[src/rtl/tc_pkg.sv]
// Shared constants for the memory-mapped down-counting timer.
// State encoding, register word offsets, MODE values and CTRL bit positions.
package tc_pkg;

  localparam logic [1:0] ST_IDLE = 2'd0;
  localparam logic [1:0] ST_LOAD = 2'd1;
  localparam logic [1:0] ST_CNT  = 2'd2;
  localparam logic [1:0] ST_INT  = 2'd3;

  localparam logic [1:0] OFF_CTRL   = 2'd0;
  localparam logic [1:0] OFF_PRESET = 2'd1;
  localparam logic [1:0] OFF_COUNT  = 2'd2;

  localparam logic [1:0] MODE_ONESHOT = 2'b00;
  localparam logic [1:0] MODE_AUTO    = 2'b01;

  localparam int CTRL_EN      = 0;
  localparam int CTRL_MODE_LO = 1;
  localparam int CTRL_MODE_HI = 2;
  localparam int CTRL_IM      = 3;
  localparam int CTRL_W       = 4;

  localparam logic [31:0] WIN_BYTES = 32'd12;

endpackage

[src/rtl/timer_counter.sv]
// Bus-mapped 32-bit down-counter (CTRL/PRESET/COUNT) with one-shot and auto-reload irq.
// Register writes take effect on the next edge; rdata is combinational from addr.
module timer_counter
  import tc_pkg::*;
#(
  parameter logic [31:0] BASE = 32'h0000_7F00
) (
  input  logic        clk,
  input  logic        reset,
  input  logic [31:0] addr,
  input  logic        we,
  input  logic [3:0]  byteen,
  input  logic [31:0] wdata,
  output logic [31:0] rdata,
  output logic        irq
);

  logic [CTRL_W-1:0] ctrl_q, ctrl_d;
  logic [31:0]       preset_q, preset_d;
  logic [31:0]       count_q, count_d;
  logic [1:0]        state_q, state_d;
  logic              flag_q, flag_d;

  logic [31:0] off;
  logic        in_win;
  logic [1:0]  idx;
  logic        wr_acc, wr_ctrl, wr_preset;
  logic        en, auto_mode;

  assign off       = addr - BASE;
  assign in_win    = (off < WIN_BYTES);
  assign idx       = off[3:2];
  assign wr_acc    = we && in_win && (byteen == 4'b1111);
  assign wr_ctrl   = wr_acc && (idx == OFF_CTRL);
  assign wr_preset = wr_acc && (idx == OFF_PRESET);

  assign en        = ctrl_q[CTRL_EN];
  assign auto_mode = (ctrl_q[CTRL_MODE_HI:CTRL_MODE_LO] == MODE_AUTO);

  always_comb begin
    state_d  = state_q;
    count_d  = count_q;
    ctrl_d   = ctrl_q;
    preset_d = preset_q;

    case (state_q)
      ST_IDLE: begin
        if (en) state_d = ST_LOAD;
      end
      ST_LOAD: begin
        count_d = preset_q;
        state_d = ST_CNT;
      end
      ST_CNT: begin
        if (!en) begin
          state_d = ST_IDLE;
        end else if (count_q > 32'd1) begin
          count_d = count_q - 32'd1;
        end else begin
          count_d = 32'd0;
          state_d = ST_INT;
        end
      end
      ST_INT: begin
        state_d = ST_IDLE;
        if (!auto_mode) ctrl_d[CTRL_EN] = 1'b0;
      end
      default: state_d = ST_IDLE;
    endcase

    // CPU write overrides the FSM's own EN clear on the same edge.
    if (wr_ctrl)   ctrl_d   = wdata[CTRL_W-1:0];
    if (wr_preset) preset_d = wdata;
  end

  // One-shot flag: the INT cycle counts as part of the expiry, so a clearing
  // write landing on entry to or exit from INT loses to it.
  always_comb begin
    flag_d = flag_q;
    if (auto_mode) begin
      flag_d = (state_d == ST_INT);
    end else if ((state_d == ST_INT) || (state_q == ST_INT)) begin
      flag_d = 1'b1;
    end else if (wr_ctrl || wr_preset) begin
      flag_d = 1'b0;
    end
  end

  always_ff @(posedge clk or negedge reset) begin
    if (!reset) begin
      ctrl_q   <= '0;
      preset_q <= '0;
      count_q  <= '0;
      state_q  <= ST_IDLE;
      flag_q   <= 1'b0;
    end else begin
      ctrl_q   <= ctrl_d;
      preset_q <= preset_d;
      count_q  <= count_d;
      state_q  <= state_d;
      flag_q   <= flag_d;
    end
  end

  always_comb begin
    rdata = 32'd0;
    if (in_win) begin
      case (idx)
        OFF_CTRL:   rdata = {{(32-CTRL_W){1'b0}}, ctrl_q};
        OFF_PRESET: rdata = preset_q;
        OFF_COUNT:  rdata = count_q;
        default:    rdata = 32'd0;
      endcase
    end
  end

  assign irq = ctrl_q[CTRL_IM] && flag_q;

endmodule

[config.mk]
export PLATFORM = sky130hd
export DESIGN_NAME = timer_counter
export DESIGN_NICKNAME = d
export VERILOG_FILES = /design/src/rtl/tc_pkg.sv /design/src/rtl/timer_counter.sv
export SDC_FILE = /design/constraint.sdc
export NUM_CORES = 1
export LEC_CHECK = 0
export CAP_MARGIN = 5
export CORE_MARGIN = 1.5
export CORE_UTILIZATION = 54
export CTS_CLUSTER_DIAMETER = 100
export DETAILED_ROUTE_END_ITERATION = 10
export PLACE_DENSITY = 0.86
export SLEW_MARGIN = 20
export SYNTH_ARGS = -nofsm -noshare
export SYNTH_HDL_FRONTEND = slang
export SYNTH_SLANG_ARGS = --single-unit
[constraint.sdc]
create_clock -name clk -period 5.3 [get_ports clk]
set_input_delay 1.06 -clock clk [delete_from_list [all_inputs] [get_ports clk]]
set_output_delay 1.06 -clock clk [all_outputs]
set_load 0.05 [all_outputs]
# Word-level counts from Yosys, hierarchy flattened
# Index checks and enable logic that the tools add are counted.
# W data, S select, Z words.
# totals
regBits	71
inputBits	71
elab_cells	49
# op_classes
n_addsub	2
n_lt_le_gt_ge	2
n_eq_ne	10
muxes	15
n_reduce_logical	14
# ops
cell	n
$mux W32	3
$pmux W32 S3	1
$pmux W32 S2	1
$gt A32 B1 Y1 const B	1
$lt A32 B4 Y1 const B	1
$sub A32 B1 Y32 const B	1
$sub A32 B15 Y32 const B	1
$eq A2 B2 Y1 const B	4
$pmux W2 S4	1
$eq A2 B1 Y1 const B	3
$mux W1	6
$mux W2	3
$logic_and A1 B1 Y1	5
$eq A4 B4 Y1 const B	1
$logic_not A2 Y1	2
$ne A2 B2 Y1 const B	2
$reduce_and A2 Y1	2
$reduce_bool A2 Y1	2
$reduce_bool A3 Y1	1
$logic_or A1 B1 Y1	2

# Depth between registers and ports, before layout
# Gate-level depths: netlist (run 1).
# logic_depth
word_depth	9
depth_mapped	10
ltp_nobuf	8

# Worst setup path after synthesis (run 1)
# Ideal clock, no wire load.
# synth_timing
path_type	in2out
start	input port addr[3]
end	output port rdata[11]
arrival_ns	2.821
slack_ns	1.419
cell_stages	6
n_path_buf	3
cell_sequence	clkbuf_1 -> nor2b_1 -> clkbuf_1 -> clkbuf_1 -> a22oi_1 -> nor2_1
# synth_via
elab_chain_cells	4
word_cells_on_any_way	7
# synth_lines
item	line_no	source
start, declared	timer_counter.sv:10	input logic [31:0] addr,
$sub A32 B15 Y32 (*)	timer_counter.sv:30	assign off = addr - BASE;
parallel branches: the longest is 2 deep, another holds $lt A32 B4 Y1	n/a	
$mux W32 (*)	timer_counter.sv:107	if (in_win) begin
end, declared	timer_counter.sv:14	output logic [31:0] rdata,
# Every way passes the cells marked *.

# Worst setup path in the final report (run 1)
# layout_timing
start	input port addr[29]
end	output port rdata[23]
# layout_via
elab_chain_cells	3
# layout_lines
item	line_no	source
$sub A32 B15 Y32	timer_counter.sv:30	
$lt A32 B4 Y1	timer_counter.sv:31	assign in_win = (off < WIN_BYTES);
$mux W32	timer_counter.sv:107	
# No other way between the ends.

==> impl_metrics.env, run 1 <==
export IMPL_run_status="finished clean"
export IMPL_drc=0
export IMPL_slew_headroom_pct=25.2
export IMPL_coreArea_sq_um=7370
export IMPL_powerDensity_nw_per_um2=186
export IMPL_worst_slew_pin_slew_ns=1.11
export IMPL_most_common_layout_cells="clkdlybuf4s50_1 (79), dfrtp_1 (71), nor2_1 (55)"
export IMPL_drtIter0Drc=428
export IMPL_io_pins=104
export IMPL_setup_violations=0
export IMPL_power_leakage_uw=0.00241
export IMPL_nets=617
export IMPL_dp_hpwl_um=8150
export IMPL_synth_flop_cell="dfrtp_1"
export IMPL_setup_slack_ns=0.637
export IMPL_yosysUniqueCellTypes=54
export IMPL_syn_nets=529
export IMPL_finalCriticalPeriod_ns=4.66
export IMPL_async_reset_ff_share_pct=100
export IMPL_holdPathStages=1
export IMPL_r2r_cells=5
export IMPL_finalInstanceArea_sq_um=5390
export IMPL_fin_crit_sh_pct=88.0
export IMPL_place_inst=632
export IMPL_cp_end_kind="primary output"
export IMPL_rsz0062_at_grt="false"
export IMPL_yosysTopAreaCellShare_pct=42.3
export IMPL_sw_frac_of_total_pct=22.2
export IMPL_num_vias=4215
export IMPL_cp_slowest_cell="clkdlybuf4s50_1"
export IMPL_io_buffer_count=101
export IMPL_crit_reg2reg_launch="count_q[27]$_DFFE_PN0P_"
export IMPL_finClkSkew_ns=0.00637
export IMPL_dieArea_sq_um=8310
export IMPL_hp_start="preset_q[27]$_DFFE_PN0P_"
export IMPL_r2r_slack_ns=2.11
export IMPL_synth_area_leaders="dfrtp_1 (42%), mux2_2 (9.1%), a22oi_1 (7.0%)"
export IMPL_arrival_ns=3.60
export IMPL_synth_edff_count=0
export IMPL_cts_num_sinks=71
export IMPL_hp_class="reg -> reg"
export IMPL_synth_largest_area_cell="dfrtp_1"
export IMPL_cts_made_buffers=9
export IMPL_power_frac_comb_pct=7.9
export IMPL_cp_cell_sequence="clkdlybuf4s50_1 > nor4_1 > nand4_1 > or3_1 > buf_4 > nor2_1 > clkdlybuf4s50_1"
export IMPL_grt_antenna_before_repair=0
export IMPL_min_to="count_q[27]$_DFFE_PN0P_"
export IMPL_die_h_um=91.2
export IMPL_start_util_pct=57.0
export IMPL_drive_gt1_share_pct=17.6
export IMPL_grt_usage_pct=28.6
export IMPL_hold_viol=0
export IMPL_clk_pin_slew_ns=0.07
export IMPL_final_seq_area_sq_um=1780
export IMPL_critPathKind="in -> out"
export IMPL_grt_max_degree=39
export IMPL_tritoncts="built"
export IMPL_crit_path_start_kind="input pin"
export IMPL_ctsResizeCount=0
export IMPL_worst_path_most_repeated_cell="clkdlybuf4s50_1"
export IMPL_tns_ns=0
export IMPL_viasPerCell=6.52
export IMPL_cts_buffer_depth=2
export IMPL_p_seq_share_pct=54.0
export IMPL_wl_um=11900
export IMPL_dpl_cell_area_sq_um=5220
export IMPL_holdBufCountCts=0
export IMPL_fill_cells=525
export IMPL_ys_seq_elements=71
export IMPL_multiInputGateArea_sq_um=2290
export IMPL_cts_max_level=3
export IMPL_first_pass_iters=5
export IMPL_clock_latency_ns=0.35
export IMPL_synth_area_sq_um=4200
export IMPL_vdd_drop_max_v=0.000134
export IMPL_p_sw_uw=222
export IMPL_insertedDiodeCount=0
export IMPL_drv_slew=0
export IMPL_postCtsSetupRepairBufs=0
export IMPL_p_int_uw=780
export IMPL_grt_pass1_vias=3999
export IMPL_power_frac_clock_pct=38.1
export IMPL_wire_per_inst_um=18.4
export IMPL_ant_nets=0
export IMPL_root_buffer="clkbuf_8"
export IMPL_maxCapViolCount=0
export IMPL_crit_path_max_incr_delay_ns=0.81
export IMPL_fin_cells=646
export IMPL_ys_warn_count=0
export IMPL_utilization_pct=73.2
export IMPL_overflow=0
export IMPL_final_common_cell="clkdlybuf4s50_1"
export IMPL_r2r_end="count_q[17]$_DFFE_PN0P_"
export IMPL_ys_seq_area_share_pct=42.3
export IMPL_grt_pass1_wl_um=19100
export IMPL_syn_to_final_growth_pct=28.5
export IMPL_place_gp_congestion=0.897
export IMPL_timing_fmax_ghz=0.214
export IMPL_critPathRequiredTime_ns=4.24
export IMPL_place_ws_ns=0.658
export IMPL_rows=31
export IMPL_synth_avg_cell_area_sq_um=9.21
export IMPL_die_w_um=91.2
export IMPL_syn_inst=456
export IMPL_cp_max_fo=34
sequential cells by signal (all words and copies together), names as in the netlist:
register	flops
count_q	32
ctrl_q	4
flag_q	1
preset_q	32
state_q	2
layer usage:
metal	GRT usage, %	up-vias	part of all wire [%]
li1	-	1894	-
met1	36.4	2015	41
met2	47.9	276	48
met3	5.86	30	9.6
met4	10.3	0	1.8
met5	0	-	0
critical path, delay by kind of cell:
family,cells,cell delay (ns)
AND/OR/NAND/NOR,4,1.06
buffers and inverters,3,1.47
cells in the mapped netlist (all sizes together), types with 2 or more instances:
cell / instances
nor2b: 4
mux2i: 6
a221o: 3
ha: 2
a21oi: 29
dfrtp: 71
o311ai: 3
buf: 7
and3: 4
o211ai: 9
clkbuf: 25
nor4: 15
nand3: 16
a211oi: 2
o31ai: 3
or4: 8
nand2b: 4
a211o: 2
o21ai: 18
inv: 7
nor3: 8
or3: 8
nand2: 41
nor2: 55
nand4: 5
mux2: 35
a22oi: 39
or2: 3
o22ai: 4
and2: 2
a32oi: 6
final cells by class:
class | instances | share of cell area, %
timing repair buffer | 109 | 18.8
clock inverter | 1 | 0.0928
sequential | 71 | 32.9
tap | 99 | 2.30
inverter | 7 | 0.487
clock buffer | 13 | 2.95
multi-input combinational | 346 | 42.4
power groups by stage:
| stage | sequential [uW] | clock (uW) | combinational (uW) |
|---|---|---|---|
| floorplan | 552 | 0 | 11.6 |
| global placement | 552 | 0 | 77.8 |
| detailed placement | 552 | 0 | 79.6 |
| CTS | 542 | 384 | 80.2 |
| global route | 541 | 407 | 85.2 |
| finish | 542 | 382 | 79.1 |
cells by family after synthesis:
kind of cell               share of synthesized area [%]
and+or+nand+nor                                     22.3
AOI/OAI and AO/OA                                   20.1
DFF                                                 42.3
muxes                                               10.8
buffers and inverters                               3.69
adders and majority gates                          0.596
xor gates and xnor gates                           0.209
worst max-delay path by stage:
stage	from	endpoint	slack, ns	depth (start not counted)
CTS	addr[29]	rdata[23]	0.63	7
global placement	addr[29]	rdata[11]	0.68	7
floorplan	addr[3]	rdata[11]	1.42	6
detailed placement	addr[29]	rdata[11]	0.66	7
global route	addr[6]	rdata[15]	0.49	7
finish	addr[29]	rdata[23]	0.64	7
stage by stage:
| step | hold WS (ns) | total power, uW |
|---|---|---|
| floorplan | 0.464 | 564 |
| global placement | 0.490 | 630 |
| detailed placement | 0.500 | 632 |
| CTS | 0.514 | 1010 |
| global route | 0.545 | 1030 |
| finish | 0.524 | 1000 |
Power figures use the tool's default switching activity.
==> run 2, diff against run 1 <==
ABC_AREA = 0   (was unset)
==> results of run 2 <==
Same layout as run 1: the final DEF is identical, and so are final timing and power.
